`config.mk`:
```
export PLATFORM = sky130hd
export DESIGN_NAME = pipe_ctrl
export DESIGN_NICKNAME = d
export VERILOG_FILES = /design/src/rtl/pipe_ctrl.sv
export SDC_FILE = /design/constraint.sdc
export NUM_CORES = 1
export LEC_CHECK = 0
export CAP_MARGIN = 20
export CORE_MARGIN = 10
export CORE_UTILIZATION = 47
export CTS_CLUSTER_SIZE = 40
export DETAILED_ROUTE_END_ITERATION = 6
export GPL_TIMING_DRIVEN = 0
export PLACE_DENSITY = 0.88
export SLEW_MARGIN = 20
export SYNTH_ARGS = -nofsm -noshare
export SYNTH_HDL_FRONTEND = slang
export SYNTH_SLANG_ARGS = --single-unit
export TNS_END_PERCENT = 50
```
`constraint.sdc`:
```
create_clock -name CLK -period 5.44 [get_ports CLK]
set_input_delay 1.632 -clock CLK [delete_from_list [all_inputs] [get_ports CLK]]
set_output_delay 1.632 -clock CLK [all_outputs]
set_load 0.03 [all_outputs]
```
`src/rtl/pipe_ctrl.sv`:
```
// Central sequencing controller for the 5-stage pipeline: stage enables, flushes,
// PC control, data-request gating, halt and wrapping performance counters.
module pipe_ctrl #(
   parameter int REG_W = 5,
   parameter int CNT_W = 32
) (
   input  logic             CLK,
   input  logic             nRST,
   input  logic             ihit,
   input  logic             dhit,
   input  logic             mem_req,
   input  logic             mem_halt,
   input  logic             ex_memread,
   input  logic [REG_W-1:0] ex_rd,
   input  logic [REG_W-1:0] id_rs,
   input  logic [REG_W-1:0] id_rt,
   input  logic             id_uses_rt,
   input  logic             ex_branch_taken,
   input  logic             id_jump,
   output logic             pc_en,
   output logic [1:0]       pc_sel,
   output logic             ifid_en,
   output logic             idex_en,
   output logic             exmem_en,
   output logic             memwb_en,
   output logic             ifid_flush,
   output logic             idex_flush,
   output logic             dmem_gate,
   output logic             halted,
   output logic [CNT_W-1:0] stall_cnt,
   output logic [CNT_W-1:0] flush_cnt
);

   typedef enum logic [1:0] {RUN, DDONE, HALT} state_t;

   state_t           r_state;
   logic [CNT_W-1:0] r_stall_cnt;
   logic [CNT_W-1:0] r_flush_cnt;
   logic             w_adv;
   logic             w_lu;

   always_comb begin
      w_adv = 1'b0;
      case (r_state)
         RUN:     w_adv = ihit & (~mem_req | dhit);
         DDONE:   w_adv = ihit;
         default: w_adv = 1'b0;
      endcase
   end

   assign w_lu = ex_memread & (ex_rd != '0) &
                 ((ex_rd == id_rs) | (id_uses_rt & (ex_rd == id_rt)));

   // Hazard resolution only matters on advancing cycles; frozen stages keep their inputs stable.
   always_comb begin
      pc_en      = 1'b0;
      pc_sel     = 2'b00;
      ifid_en    = 1'b0;
      idex_en    = 1'b0;
      exmem_en   = 1'b0;
      memwb_en   = 1'b0;
      ifid_flush = 1'b0;
      idex_flush = 1'b0;
      if (w_adv) begin
         pc_en    = 1'b1;
         ifid_en  = 1'b1;
         idex_en  = 1'b1;
         exmem_en = 1'b1;
         memwb_en = 1'b1;
         if (ex_branch_taken) begin
            pc_sel     = 2'b01;
            ifid_flush = 1'b1;
            idex_flush = 1'b1;
         end else if (w_lu) begin
            pc_en      = 1'b0;
            ifid_en    = 1'b0;
            idex_flush = 1'b1;
         end else if (id_jump) begin
            pc_sel     = 2'b10;
            ifid_flush = 1'b1;
         end
      end
   end

   assign dmem_gate = (r_state == RUN);
   assign halted    = (r_state == HALT);
   assign stall_cnt = r_stall_cnt;
   assign flush_cnt = r_flush_cnt;

   // DDONE remembers a finished data access so the request is masked until fetch catches up.
   always_ff @(posedge CLK or negedge nRST) begin
      if (!nRST) begin
         r_state     <= RUN;
         r_stall_cnt <= '0;
         r_flush_cnt <= '0;
      end else begin
         case (r_state)
            RUN: begin
               if (mem_req & dhit & ~ihit)
                  r_state <= DDONE;
               else if (w_adv & mem_halt)
                  r_state <= HALT;
            end
            DDONE: begin
               if (ihit)
                  r_state <= RUN;
            end
            default: r_state <= HALT;
         endcase
         if (!w_adv && r_state != HALT)
            r_stall_cnt <= r_stall_cnt + 1'b1;
         if (w_adv && (ifid_flush || idex_flush))
            r_flush_cnt <= r_flush_cnt + 1'b1;
      end
   end

endmodule

```
Word level (Yosys, flattened, before mapping):

Index checks and enable logic that the tools add are counted.

* register bits: 66
* input bits: 25
* word-level logic and storage cells: 50

* add/subtract/negate cells: 2
* eq/ne operators: 7
* muxes and demuxes: 20
* bitwise logic cells: 11
* reduce and logical (&&, ||, !) cells: 7

Operators by type and width (count)
* 32-bit by 1-bit adder with 32-bit output, second input constant: 2
* 2-bit 2-to-1 mux: 7
* 1-bit 2-to-1 mux: 11
* 5-bit equality test: 2
* 1-bit bitwise AND: 7
* 5-bit nonzero test: 1
* 2-bit != test, second input constant: 2
* 2-bit case mux with 2 select lines: 1
* 3-bit by 1-bit != test with 1-bit output, second input constant: 1
* 2-bit by 1-bit equality test with 1-bit output, second input constant: 1
* 2-bit equality test, second input constant: 1
* 1-bit logical AND: 2
* 2-bit zero test: 1
* 1-bit inverter: 2
* 1-bit bitwise OR: 2
* 1-bit case mux with 2 select lines: 1
* 2-bit AND reduction: 1
* 1-bit zero test: 1
* 1-bit logical OR: 1

Logic depth before layout (Yosys ltp):

Gate-level depths: netlist (run 1).

* word-level depth: 9
* gate-level depth with buffers: 7
* depth with buffers taken out: 7

Worst setup path before layout (run 1):

OpenSTA, ideal clock, no wires.

* path kind: input to output
* start: in ihit
* end: out pc_sel[1]
* arrival time: 3.483 ns
* required time: 3.808 ns
* path slack: 0.325 ns
* cell stages on the path: 6
* cells stage by stage: and2b_1 > nand2_1 > inv_1 > buf_1 > nand2_1 > nor3_1

* word-level cells in the longest chain between the ends: 3

Ends and longest elaborated chain
* start, declared: RTL line 9 `input logic ihit,`
* 1-bit bitwise AND: RTL line 45 `RUN: w_adv = ihit & (~mem_req | dhit);`
* 1-bit case mux with 2 select lines *: RTL line 44 `case (r_state)`
* 2-bit 2-to-1 mux *: RTL line 64 `if (w_adv) begin`
* end, declared: RTL line 21 `output logic [1:0] pc_sel,`

Mark *: on every way between the ends. The rest lies on a longest branch, timed or not.

Final worst setup path (run 1):

* start: in ex_rd[2]
* end: out pc_sel[1]

* word-level cells in the longest chain between the ends: 7

Ends and longest elaborated chain
* start, declared: RTL line 14 `input logic [REG_W-1:0] ex_rd,`
* 5-bit equality test: RTL line 52 `((ex_rd == id_rs) | (id_uses_rt & (ex_rd == id_rt)));`
* 1-bit bitwise AND: RTL line 52
* 1-bit bitwise OR: RTL line 52
* 1-bit bitwise AND *: RTL line 51 `assign w_lu = ex_memread & (ex_rd != '0) &`
* 2-bit 2-to-1 mux *: RTL line 74 `end else if (w_lu) begin`
* 2-bit 2-to-1 mux *: RTL line 70 `if (ex_branch_taken) begin`
* 2-bit 2-to-1 mux *: RTL line 64

Marks and branches as above.

==> flow_summary_export.csv, run 1 <==
group,metric,value,unit
logic_synthesis,syn_nets,335,
logic_synthesis,synth_adder_area_share,0.755,%
global_route,grt_overflow_total,0,
layout,area_growth,41.4,%
timing,finalHoldViolCount,0,
placement,dpl.hpwl,6490,um
timing,grt_setup_unrepaired,"false",
logic_synthesis,yosys_warnings,0,
pwr,ir_drop,218,uV
timing,maxSlewHeadroom,59.5,%
global_route,antenna_found_initial,0,
timing,worst-slew-pin-transition,605,ps
clocking,clock_path_buffers,2,
die,fp-row-count,30,
layout,fin_nets,448,
job,cap_violations,0,
layout,fillers,531,
logic_synthesis,syn_avg_cell_area,10.8,um^2
worst_setup_path,critPathMaxFanout,4,
timing,fin_crit_sh,96.8,%
logic_synthesis,synthCells,308,
timing,setup_slack,177,ps
logic_synthesis,synth_top_cell_area_share,49.8,%
die,die_w,104,um
worst_setup_path,max_stage_delay,550,ps
drt,ant_nets,0,
global_route,grt_max_degree,51,
global_route,grt_pass1_vias,2937,
logic_synthesis,synth_top_family_by_area,"simple AND/OR/NAND/NOR gates",
placement,dp_slack,-502,ps
run_status,status,"finished, final reports clean",
worst_setup_path,cp-start-kind,"input port",
logic_synthesis,synth.distinct_cells,43,
pwr,finalPower,1.27,mW
placement,dpl_cell_area,0.00445,mm^2
worst_setup_path,cp-end-kind,"output pin",
worst_setup_path,worstPathCellList,"clkdlybuf4s50_1 -> or4_1 -> o21ai_2 -> nor2_1 -> nor3_1 -> dlygate4sd2_1",
die,core,0.00683,mm^2
layout,drive_gt1_share,10.6,%
logic_synthesis,synth_area,0.00331,mm^2
worst_setup_path,path_buf_inv,2,
worst_setup_path,critPathSlowestCell,"or4_1",
placement,place_congestion,0.822,
clocking,cts_buffers,9,
worst_setup_path,required,3810,ps
logic_synthesis,synth_compound_area_share,3.51,%
logic_synthesis,synthArstFlopShare,100,%
logic_synthesis,ys_seq_elements,66,
clocking,clk_latency,330,ps
logic_synthesis,synth.most_common_cell,"dfrtp_1",
drt,dr.pass1.iters,4,
layout,diodes,0,
logic_synthesis,synthMuxAreaShare,0.680,%
worst_setup_path,worstSetupPathType,"in -> out",
drt,wl,8360,um
placement,dp_cells,504,
logic_synthesis,yosys.area_share.simple,24.0,%
clocking,cts_tree,"yes",
logic_synthesis,synth-main-ff-cell,"dfrtp_1",
logic_synthesis,ys_top_cells_by_count,"dfrtp_1, xnor2_1, nand2_1",
min_path,min-delay-path-class,"reg -> reg",
logic_synthesis,synth_edf_count,0,
drt,wl_per_cell,16.0,um
timing,setup_viol,0,
drt,drt_iter0_drc,72,
logic_synthesis,ys_seq_area_share,49.8,%
drt,vias_per_cell,5.15,
die,die_h,104,um
drt,drc,0,
global_route,grt_pass1_wl,14200,um
timing,max_freq,190,MHz
pwr,power_density,271,mW/mm^2
pwr,cellLeakagePower,2.00,nW
clocking,cts_sinks,66,
worst_setup_path,crit_family,"buffers and inverters",
logic_synthesis,synth_area_leaders,"dfrtp_1, xnor2_1, xor2_1, nand4_1, nand3_1",
logic_synthesis,synthXorXnorAreaFrac,19.0,%
timing,final_max_slew_viol_count,0,
global_route,track_usage,15.5,%
clocking,clkTransAtPathRegs,70,ps
die,ios,100,
drt,num_vias,2688,
clocking,cts_root_buf,"clkbuf_8",
die,die-area,0.0108,mm^2
timing,finClkSkew,5.29,ps
timing,finalCriticalPeriod,5260,ps
layout,layout.cells.non_filler,522,
worst_setup_path,cp.arrival,3630,ps
clocking,htree_levels,3,
die,start_util,48.5,%
logic_synthesis,synth_top_cell_by_area,"dfrtp_1",
placement,io_buffers,99,
layout,design_area,0.00469,mm^2
## per-stage QoR
step	hold slack [ps]	TNS, ps	utilization, %
4_1_cts	477	0	68.7
5_1_grt	488	0	68.6
3_3_place_gp	459	-2080	64.8
2_1_floorplan	472	0	-
3_5_place_dp	462	-2360	65.1
6_report	470	0	68.6
## where the power goes
| group | internal, mW | total [mW] | switching (mW) | leakage [nW] |
|---|---|---|---|---|
| sequential | 0.522 | 0.563 | 0.0418 | 0.896 |
| clock | 0.271 | 0.461 | 0.190 | 0.109 |
| combinational | 0.106 | 0.245 | 0.139 | 0.999 |
## area by class of cell
type                    instances  area (um^2)  share of cell area, %
plain buffers                   7         46.3                  0.988
clock buffers                  10          138                   2.94
clock inverters                 6         88.8                   1.90
inverters                       6         26.3                  0.561
multi-input cells             228         1590                   33.9
flip-flops and latches         66         1650                   35.2
well taps                      96          120                   2.56
repair buffers                103         1020                   21.9
## worst paths after layout
check                      depth (start not counted)  slack, ps             to           from
min in group asynchronous                          1       1160  flush_cnt[14]           nRST
max in group asynchronous                          2       3760   stall_cnt[1]           nRST
hold reg to reg                                    1        470  flush_cnt[31]  flush_cnt[31]
hold / removal                                     1        470  flush_cnt[31]  flush_cnt[31]
setup reg to reg                                   6       3330  stall_cnt[31]     r_state[0]
setup / recovery                                   6        180      pc_sel[1]       ex_rd[2]
## layout by cell type (no fill, tap or decap), types with 2 or more instances in the layout
| master | instances |
|---|---|
| and2_1 | 4 |
| clkinvlp_4 | 3 |
| mux2_2 | 2 |
| xnor2_1 | 48 |
| and2b_1 | 2 |
| xor2_1 | 24 |
| nor4_1 | 3 |
| bufinv_16 | 2 |
| dlygate4sd2_1 | 3 |
| nand4_1 | 22 |
| nor2_1 | 21 |
| clkbuf_8 | 10 |
| and3_1 | 13 |
| nor3_1 | 7 |
| ha_1 | 2 |
| dfrtp_1 | 66 |
| buf_4 | 12 |
| inv_1 | 5 |
| nand2b_1 | 2 |
| and4_1 | 7 |
| nand2_1 | 25 |
| nand3_1 | 24 |
| clkdlybuf4s50_1 | 90 |
## sequential cells by signal (all words and copies together), names as in the netlist
signal / cells
stall_cnt: 32
r_state: 2
flush_cnt: 32
## timing repair
item                       4_1_cts  5_1_grt
hold buffers                     0        0
hold endpoints to repair         0        0
buffers inserted                 3        0
resized for setup                6        5
setup endpoints to repair        8        4
## cells by family after synthesis
kind of cell / Yosys count
flip-flops: 66
XOR/XNOR: 72
multiplexers: 2
AND/OR/NAND/NOR: 142
buffers and inverters: 14
AO/OA/AOI/OAI: 10
adder cells (fa/ha/maj): 2
## layer usage
metal	wire, um	GRT usage [%]	share of wire (%)	vias up
met3	600	5.64	7.2	7
met4	53	4.37	0.63	0
li1	-	-	-	1290
met5	0	0	0	-
met2	4300	26.8	51	76
met1	3420	17.5	41	1315
Power figures use the tool's default switching activity.
==> run 2: changes to the inputs <==
- CTS_CLUSTER_SIZE: 40 -> 16
==> results of run 2 <==
The final DEF is identical to that of run 1; final timing and power are the same.
